==> src/rtl/urv_imem_wb_bridge_if.sv <==
// Fetch-port and Wishbone signals of the uRV instruction-memory bridge.
// 'master' is the bridge (the Wishbone master); 'slave' is the fetch stage plus bus environment.
interface urv_imem_wb_bridge_if;
  logic [31:0] im_addr_i;
  logic [31:0] im_data_o;
  logic        im_valid_o;
  logic        wb_cyc_o;
  logic        wb_stb_o;
  logic [31:0] wb_adr_o;
  logic [31:0] wb_dat_i;
  logic        wb_ack_i;
  logic        wb_err_i;

  modport master (
    input  im_addr_i, wb_dat_i, wb_ack_i, wb_err_i,
    output im_data_o, im_valid_o, wb_cyc_o, wb_stb_o, wb_adr_o
  );
  modport slave (
    output im_addr_i, wb_dat_i, wb_ack_i, wb_err_i,
    input  im_data_o, im_valid_o, wb_cyc_o, wb_stb_o, wb_adr_o
  );
endinterface

==> src/rtl/urv_imem_wb_bridge.sv <==
// uRV instruction-fetch responder: current word + one sequential prefetch entry,
// misses served by a single-outstanding Wishbone classic read.
module urv_imem_wb_bridge #(
  parameter bit          PREFETCH_EN = 1'b1,
  parameter logic [31:0] ERR_INSN    = 32'h0000_0000
) (
  input  logic clk_i,
  input  logic rst_n_i,
  input  logic flush_i,
  urv_imem_wb_bridge_if.master bus
);
  typedef enum logic [1:0] {IDLE, DEMAND, PREFETCH} state_t;

  state_t      state, state_nxt;
  logic [31:0] adr;
  logic        stale;
  logic        cur_vld, pre_vld, pf_q;
  logic [29:0] cur_tag, pre_tag, pf_tag;
  logic [31:0] cur_data, pre_data;
  logic [31:0] im_data;
  logic        im_valid;

  logic [29:0] a, adr_tag;
  logic        busy, bus_ack, bus_err, live;
  logic        fwd, err_fwd, cur_hit, pre_hit, miss;
  logic        issue_demand, issue_pf;

  wire unused_addr_lsb = &{1'b0, bus.im_addr_i[1:0]};

  always_comb begin
    a            = bus.im_addr_i[31:2];
    adr_tag      = adr[31:2];
    busy         = (state != IDLE);
    bus_ack      = busy & bus.wb_ack_i;
    bus_err      = busy & bus.wb_err_i & ~bus.wb_ack_i;
    // A result is usable only if no flush hit this transaction or this cycle
    live         = ~stale & ~flush_i;
    fwd          = bus_ack & live & (adr_tag == a);
    err_fwd      = bus_err & live & (adr_tag == a);
    cur_hit      = cur_vld & (cur_tag == a);
    pre_hit      = pre_vld & (pre_tag == a);
    miss         = ~cur_hit & ~pre_hit;
    issue_demand = (state == IDLE) & ~flush_i & miss;
    // A pre hit re-queues the prefetch this edge, so the old queue entry must not issue
    issue_pf     = (state == IDLE) & ~flush_i & cur_hit & pf_q & PREFETCH_EN;
  end

  always_ff @(posedge clk_i or negedge rst_n_i) begin
    if (!rst_n_i) state <= IDLE;
    else          state <= state_nxt;
  end

  always_comb begin
    state_nxt = state;
    case (state)
      IDLE: begin
        if (issue_demand)  state_nxt = DEMAND;
        else if (issue_pf) state_nxt = PREFETCH;
      end
      DEMAND, PREFETCH: begin
        if (bus.wb_ack_i || bus.wb_err_i) state_nxt = IDLE;
      end
      default: state_nxt = IDLE;
    endcase
  end

  always_ff @(posedge clk_i or negedge rst_n_i) begin
    if (!rst_n_i) begin
      adr      <= '0;
      stale    <= 1'b0;
      cur_vld  <= 1'b0;
      pre_vld  <= 1'b0;
      pf_q     <= 1'b0;
      cur_tag  <= '0;
      pre_tag  <= '0;
      pf_tag   <= '0;
      cur_data <= '0;
      pre_data <= '0;
      im_data  <= '0;
      im_valid <= 1'b0;
    end else begin
      if (flush_i) begin
        im_valid <= 1'b0;
      end else if (fwd) begin
        im_data  <= bus.wb_dat_i;
        im_valid <= 1'b1;
      end else if (err_fwd) begin
        im_data  <= ERR_INSN;
        im_valid <= 1'b1;
      end else if (cur_hit) begin
        im_data  <= cur_data;
        im_valid <= 1'b1;
      end else if (pre_hit) begin
        im_data  <= pre_data;
        im_valid <= 1'b1;
        cur_vld  <= 1'b1;
        cur_tag  <= pre_tag;
        cur_data <= pre_data;
        pre_vld  <= 1'b0;
        pf_q     <= 1'b1;
        pf_tag   <= a + 30'd1;
      end else begin
        im_valid <= 1'b0;
      end

      if (issue_demand) begin
        adr   <= {a, 2'b00};
        stale <= 1'b0;
        pf_q  <= 1'b0;
      end else if (issue_pf) begin
        adr   <= {pf_tag, 2'b00};
        stale <= 1'b0;
        pf_q  <= 1'b0;
      end else if (busy && flush_i) begin
        stale <= 1'b1;
      end

      if (bus_ack && live) begin
        if (state == DEMAND) begin
          cur_vld  <= 1'b1;
          cur_tag  <= adr_tag;
          cur_data <= bus.wb_dat_i;
          pre_vld  <= 1'b0;
          pf_q     <= 1'b1;
          pf_tag   <= adr_tag + 30'd1;
        end else begin
          pre_vld  <= 1'b1;
          pre_tag  <= adr_tag;
          pre_data <= bus.wb_dat_i;
        end
      end

      if (flush_i) begin
        cur_vld <= 1'b0;
        pre_vld <= 1'b0;
        pf_q    <= 1'b0;
      end
    end
  end

  assign bus.im_data_o  = im_data;
  assign bus.im_valid_o = im_valid;
  assign bus.wb_cyc_o   = busy;
  assign bus.wb_stb_o   = busy;
  assign bus.wb_adr_o   = adr;
endmodule
==> src/flat_wrapper.sv <==
// flat-port wrapper written by rule: the top's interface ports become plain ports
module urv_imem_wb_bridge_flat 
#(
  parameter bit          PREFETCH_EN = 1'b1,
  parameter logic [31:0] ERR_INSN    = 32'h0000_0000
)
  (clk_i, rst_n_i, flush_i, bus_im_addr_i, bus_wb_dat_i, bus_wb_ack_i, bus_wb_err_i, bus_im_data_o, bus_im_valid_o, bus_wb_cyc_o, bus_wb_stb_o, bus_wb_adr_o);
  urv_imem_wb_bridge_if bus_i ();
  input  logic clk_i;
  input  logic rst_n_i;
  input  logic flush_i;
  input wire logic [$bits(bus_i.im_addr_i)-1:0] bus_im_addr_i;
  input wire logic [$bits(bus_i.wb_dat_i)-1:0] bus_wb_dat_i;
  input wire logic [$bits(bus_i.wb_ack_i)-1:0] bus_wb_ack_i;
  input wire logic [$bits(bus_i.wb_err_i)-1:0] bus_wb_err_i;
  output wire logic [$bits(bus_i.im_data_o)-1:0] bus_im_data_o;
  output wire logic [$bits(bus_i.im_valid_o)-1:0] bus_im_valid_o;
  output wire logic [$bits(bus_i.wb_cyc_o)-1:0] bus_wb_cyc_o;
  output wire logic [$bits(bus_i.wb_stb_o)-1:0] bus_wb_stb_o;
  output wire logic [$bits(bus_i.wb_adr_o)-1:0] bus_wb_adr_o;
  assign bus_i.im_addr_i = bus_im_addr_i;
  assign bus_i.wb_dat_i = bus_wb_dat_i;
  assign bus_i.wb_ack_i = bus_wb_ack_i;
  assign bus_i.wb_err_i = bus_wb_err_i;
  assign bus_im_data_o = bus_i.im_data_o;
  assign bus_im_valid_o = bus_i.im_valid_o;
  assign bus_wb_cyc_o = bus_i.wb_cyc_o;
  assign bus_wb_stb_o = bus_i.wb_stb_o;
  assign bus_wb_adr_o = bus_i.wb_adr_o;
  urv_imem_wb_bridge #(.PREFETCH_EN(PREFETCH_EN), .ERR_INSN(ERR_INSN)) u_core (.clk_i(clk_i), .rst_n_i(rst_n_i), .flush_i(flush_i), .bus(bus_i));
endmodule
==> config.mk <==
export PLATFORM = sky130hd
export DESIGN_NAME = urv_imem_wb_bridge_flat
export DESIGN_NICKNAME = d
export VERILOG_FILES = /design/src/rtl/urv_imem_wb_bridge_if.sv /design/src/rtl/urv_imem_wb_bridge.sv /design/src/flat_wrapper.sv
export SDC_FILE = /design/constraint.sdc
export NUM_CORES = 1
export LEC_CHECK = 0
export BUFFER_PORTS_ARGS = -buffer_cell sky130_fd_sc_hd__buf_2
export CAP_MARGIN = 25
export CORE_MARGIN = 2
export CORE_UTILIZATION = 55
export CTS_BUF_LIST = sky130_fd_sc_hd__clkbuf_16
export DETAILED_ROUTE_END_ITERATION = 8
export GPL_TIMING_DRIVEN = 0
export PLACE_DENSITY = 0.83
export SKIP_CTS_REPAIR_TIMING = 1
export SLEW_MARGIN = 30
export SYNTH_ARGS = -nofsm -noshare
export SYNTH_HDL_FRONTEND = slang
export SYNTH_SLANG_ARGS = --single-unit
==> constraint.sdc <==
create_clock -name clk_i -period 5.7 [get_ports clk_i]
set_input_delay 0.285 -clock clk_i [delete_from_list [all_inputs] [get_ports clk_i]]
set_output_delay 0.285 -clock clk_i [all_outputs]
set_load 0.02 [all_outputs]
==> results.toml <==
[clock_tree]
clk-insertion-delay-late_ps = 550
tritoncts = "done"
cts.sinks = 223
clock_tree_buf_depth = 3
number_of_buffers_added_by_the_clock_tree_synthesis_step = 26
cts_htree_levels = 1
root_buffer = "clkbuf_16"
clk_transition_reported_paths_ps = 60

[global_route]
grt_remaining_overflow = 0
grt_antenna_before_repair = 1
grt_use_total_pct = 36.4
global_route_wire_length_before_repair_mm = 74.6
grt_pass1_vias = 12800
grt_start_max_net_pins = 86

[floorplanning]
die_x_um = 162
dieHeight_um = 162
initial_core_util_pct = 56.3
design.core.area_mm2 = 0.0244
placementRows = 57
io_pins = 136
die_outline_area_mm2 = 0.0263

[critical_path]
worstReg2RegEnd = "u_core.pf_tag[29]"
critical_path.top_delay_family = "buffers and inverters"
cp_max_fo = 10
worst-r2r-setup-slack_ps = 2000
worst_setup_path_end_kind = "flip-flop"
cp_slowest_stage_delay_ps = 620
worst_ep_required_time_ps = 6140
crit_type = "flip-flop to flip-flop"
path_common_cell = "clkbuf_1"
worst_setup_path_start_kind = "flip-flop"
reg2reg_from = "u_core.state[0]"
critical_path.cell_chain = "inv_1 -> ha_1 -> nor3_1 -> and3_1 -> clkbuf_1 -> clkbuf_1 -> clkbuf_1 -> o21ai_0 -> o31ai_1"
crit_slowest_cell = "clkbuf_1"
timing.critical_path.buf_inv = 4
rr_worst_depth = 9
critical_path_arrival_ps = 4140

[logic_synthesis]
yosys.area.top_type_share_pct = 40.6
ys.flop_type = "dfrtp_1"
postSynth.asyncResetShare_pct = 100
post_synth_design_cell_area_mm2 = 0.0137
synth-seq-cells = 223
yosys.area.top_type = "dfrtp_1"
synth_sequential_area_ratio_pct = 40.6
unique_cell_type_count_in_the_yosys_netlist = 60
edff_count_synth = 0
synthesis.area_per_instance_um2 = 9.62
syn-instance-count = 1428
synthTopCellsByArea = "dfrtp_1, o211ai_1, xnor2_1"
yosysWarningCount = 0

[hold_path]
hold_end = "u_core.cur_data[12]"
hold_path.class = "primary input to flip-flop"
cell_count_of_the_worst_hold_path = 3
worstHoldStart = "bus_wb_dat_i[12]"

[placement]
finalWeightedCongestion = 1.05
place_worst_setup_slack_ps = 2160
port_buffers = 103
dp_hpwl_mm = 34.1

[sta]
report.final.hold_viol_count = 3
final-setup-viol-count = 0
relative_slew_slack_pct = 29.2
min_period_ps = 3700
setup_repair_after_global_routing_missed_its_margin = "no"
final.period_utilization_pct = 64.8
maxSlewViolCount = 0
timing.fmax_mhz = 271
final_setup_tns_ps = 0
tightestPinTransition_ps = 1050
timing.hold.ws_ps = -8.57
final.setup.worst_slack_ps = 2000
finClkSkew_ps = 20.8

[status]
violations = "hold timing"
status = "finished, violations left"

[route]
dr.first_iter.drc_count = 1909
drt_first_pass_iters = 6
wl_per_instance_um = 25.3
drt_drc_violations_left = 0
top_layer_used = "met4"
routed_vias = 13000
detail-route-antenna-nets = 0
drt-vias-per-instance = 6.84
met1_length_mm = 19.1
detailroute.wirelength.met2_mm = 21.5
drt-total-wl_mm = 48.3
amount_of_wire_on_met3_after_detailed_routing_mm = 5.60

[run]
max_cap_violations = 0

[cells_and_area]
synthToLayoutAreaGrowth_pct = 12.9
nNetsFinal = 1637
drive_gt1_share_pct = 18.0

[pwr]
power.ir.vdd_worst_mv = 0.248
total_power_w = 0.00697
power_per_cell_area_mw_per_mm2 = 450
total_leakage_power_nw = 6.29
==> synth_stat cells (9+ instances only) <==
| master | instances |
|---|---|
| a32oi_1 | 16 |
| inv_1 | 42 |
| nand4_1 | 55 |
| and3_1 | 40 |
| a2bb2oi_2 | 9 |
| buf_2 | 33 |
| nand2_1 | 168 |
| clkbuf_1 | 100 |
| nand3_1 | 32 |
| a21boi_0 | 31 |
| nor2_1 | 21 |
| buf_6 | 20 |
| xor2_1 | 46 |
| dfrtp_1 | 223 |
| xnor2_1 | 86 |
| mux2_2 | 61 |
| o221a_1 | 30 |
| and4_1 | 10 |
| nand4b_1 | 30 |
| xnor2_2 | 10 |
| a311o_1 | 9 |
| o21ai_0 | 40 |
| nor4_1 | 24 |
| buf_1 | 11 |
| a21oi_1 | 24 |
| nor3_1 | 29 |
| o211ai_1 | 143 |
| a311oi_1 | 16 |
==> registers in the layout (all words and copies together) (netlist names) <==
register,flops
u_core.stale,1
u_core.pf_q,1
u_core.bus.im_data_o,32
u_core.state,2
u_core.cur_data,32
u_core.bus.im_valid_o,1
u_core.pre_data,32
u_core.pre_vld,1
u_core.pf_tag,30
u_core.cur_tag,30
u_core.cur_vld,1
u_core.bus.wb_adr_o,30
u_core.pre_tag,30
==> power breakdown <==
group	internal [W]	switching, W
clock network	0.000820	0.000681
logic	0.00118	0.00152
registers	0.00222	0.000546
total	0.00422	0.00275
==> cell families (layout without fill, tap and decap cells) <==
family | Yosys count | count (layout) | synth area share (%)
xor gates and xnor gates | 142 | 142 | 9.60
other | 1 | 4 | 0.0273
AOI/OAI and AO/OA | 354 | 354 | 20.3
muxes | 61 | 61 | 5.00
and+or+nand+nor | 428 | 428 | 16.4
DFF | 223 | 223 | 40.6
buffers and inverters | 215 | 368 | 7.67
adders and majority gates | 4 | 4 | 0.364
==> worst reg2reg max path, cell delays in order (launching register included) <==
cell	delay, ps
dfrtp_1	370
inv_1	70
ha_1	250
nor3_1	410
and3_1	240
clkbuf_1	590
clkbuf_1	620
clkbuf_1	590
o21ai_0	310
o31ai_1	140
==> placed cells by master (no fill, tap or decap), drive strengths merged, types with 46 or more instances in the layout <==
cell and instances:
mux2 61, nand4 55, dfrtp 223, buf 178, xnor2 96, o211ai 143, xor2 46, nand2 168
inv 55, clkbuf 126
==> through the flow <==
stage	util (%)	area (µm²)	cells
final	63.6	15500	1908
after global routing	63.5	15500	1907
after CTS	63.5	15500	1905
after detailed placement	60.4	14700	1859
after global placement	60.1	14700	1856
after floorplan	-	13700	1429
==> routing by layer <==
layer / global-route usage [%] / vias up
met1: 51.1 / 6394
met4: 15.5 / 0
li1: - / 5540
met2: 54.8 / 942
met5: 0 / -
met3: 7.71 / 173
==> final cells by class <==
cell class / count / area [µm²]
Inverter: 43 / 174
Clock buffer: 26 / 651
Multi-Input combinational cell: 991 / 7120
Tap cell: 324 / 405
Sequential cell: 223 / 5580
Timing Repair Buffer: 107 / 596
Antenna cell: 2 / 5.00
Clock inverter: 20 / 93.8
Fill cell: 2023 / 8890
Buffer: 172 / 880
==> worst max-delay path by stage <==
stage	startpoint	end	cells past startpoint
detailed placement	bus_im_addr_i[3]	u_core.cur_data[29]	10
global placement	rst_n_i	u_core.bus.im_data_o[20]	1
floorplan	u_core.state[0]	u_core.bus.im_data_o[16]	9
global route	u_core.state[0]	u_core.pf_tag[29]	9
CTS	u_core.state[0]	u_core.pf_tag[29]	9
finish	u_core.state[0]	u_core.pf_tag[29]	9
Power figures use the tool's default switching activity.
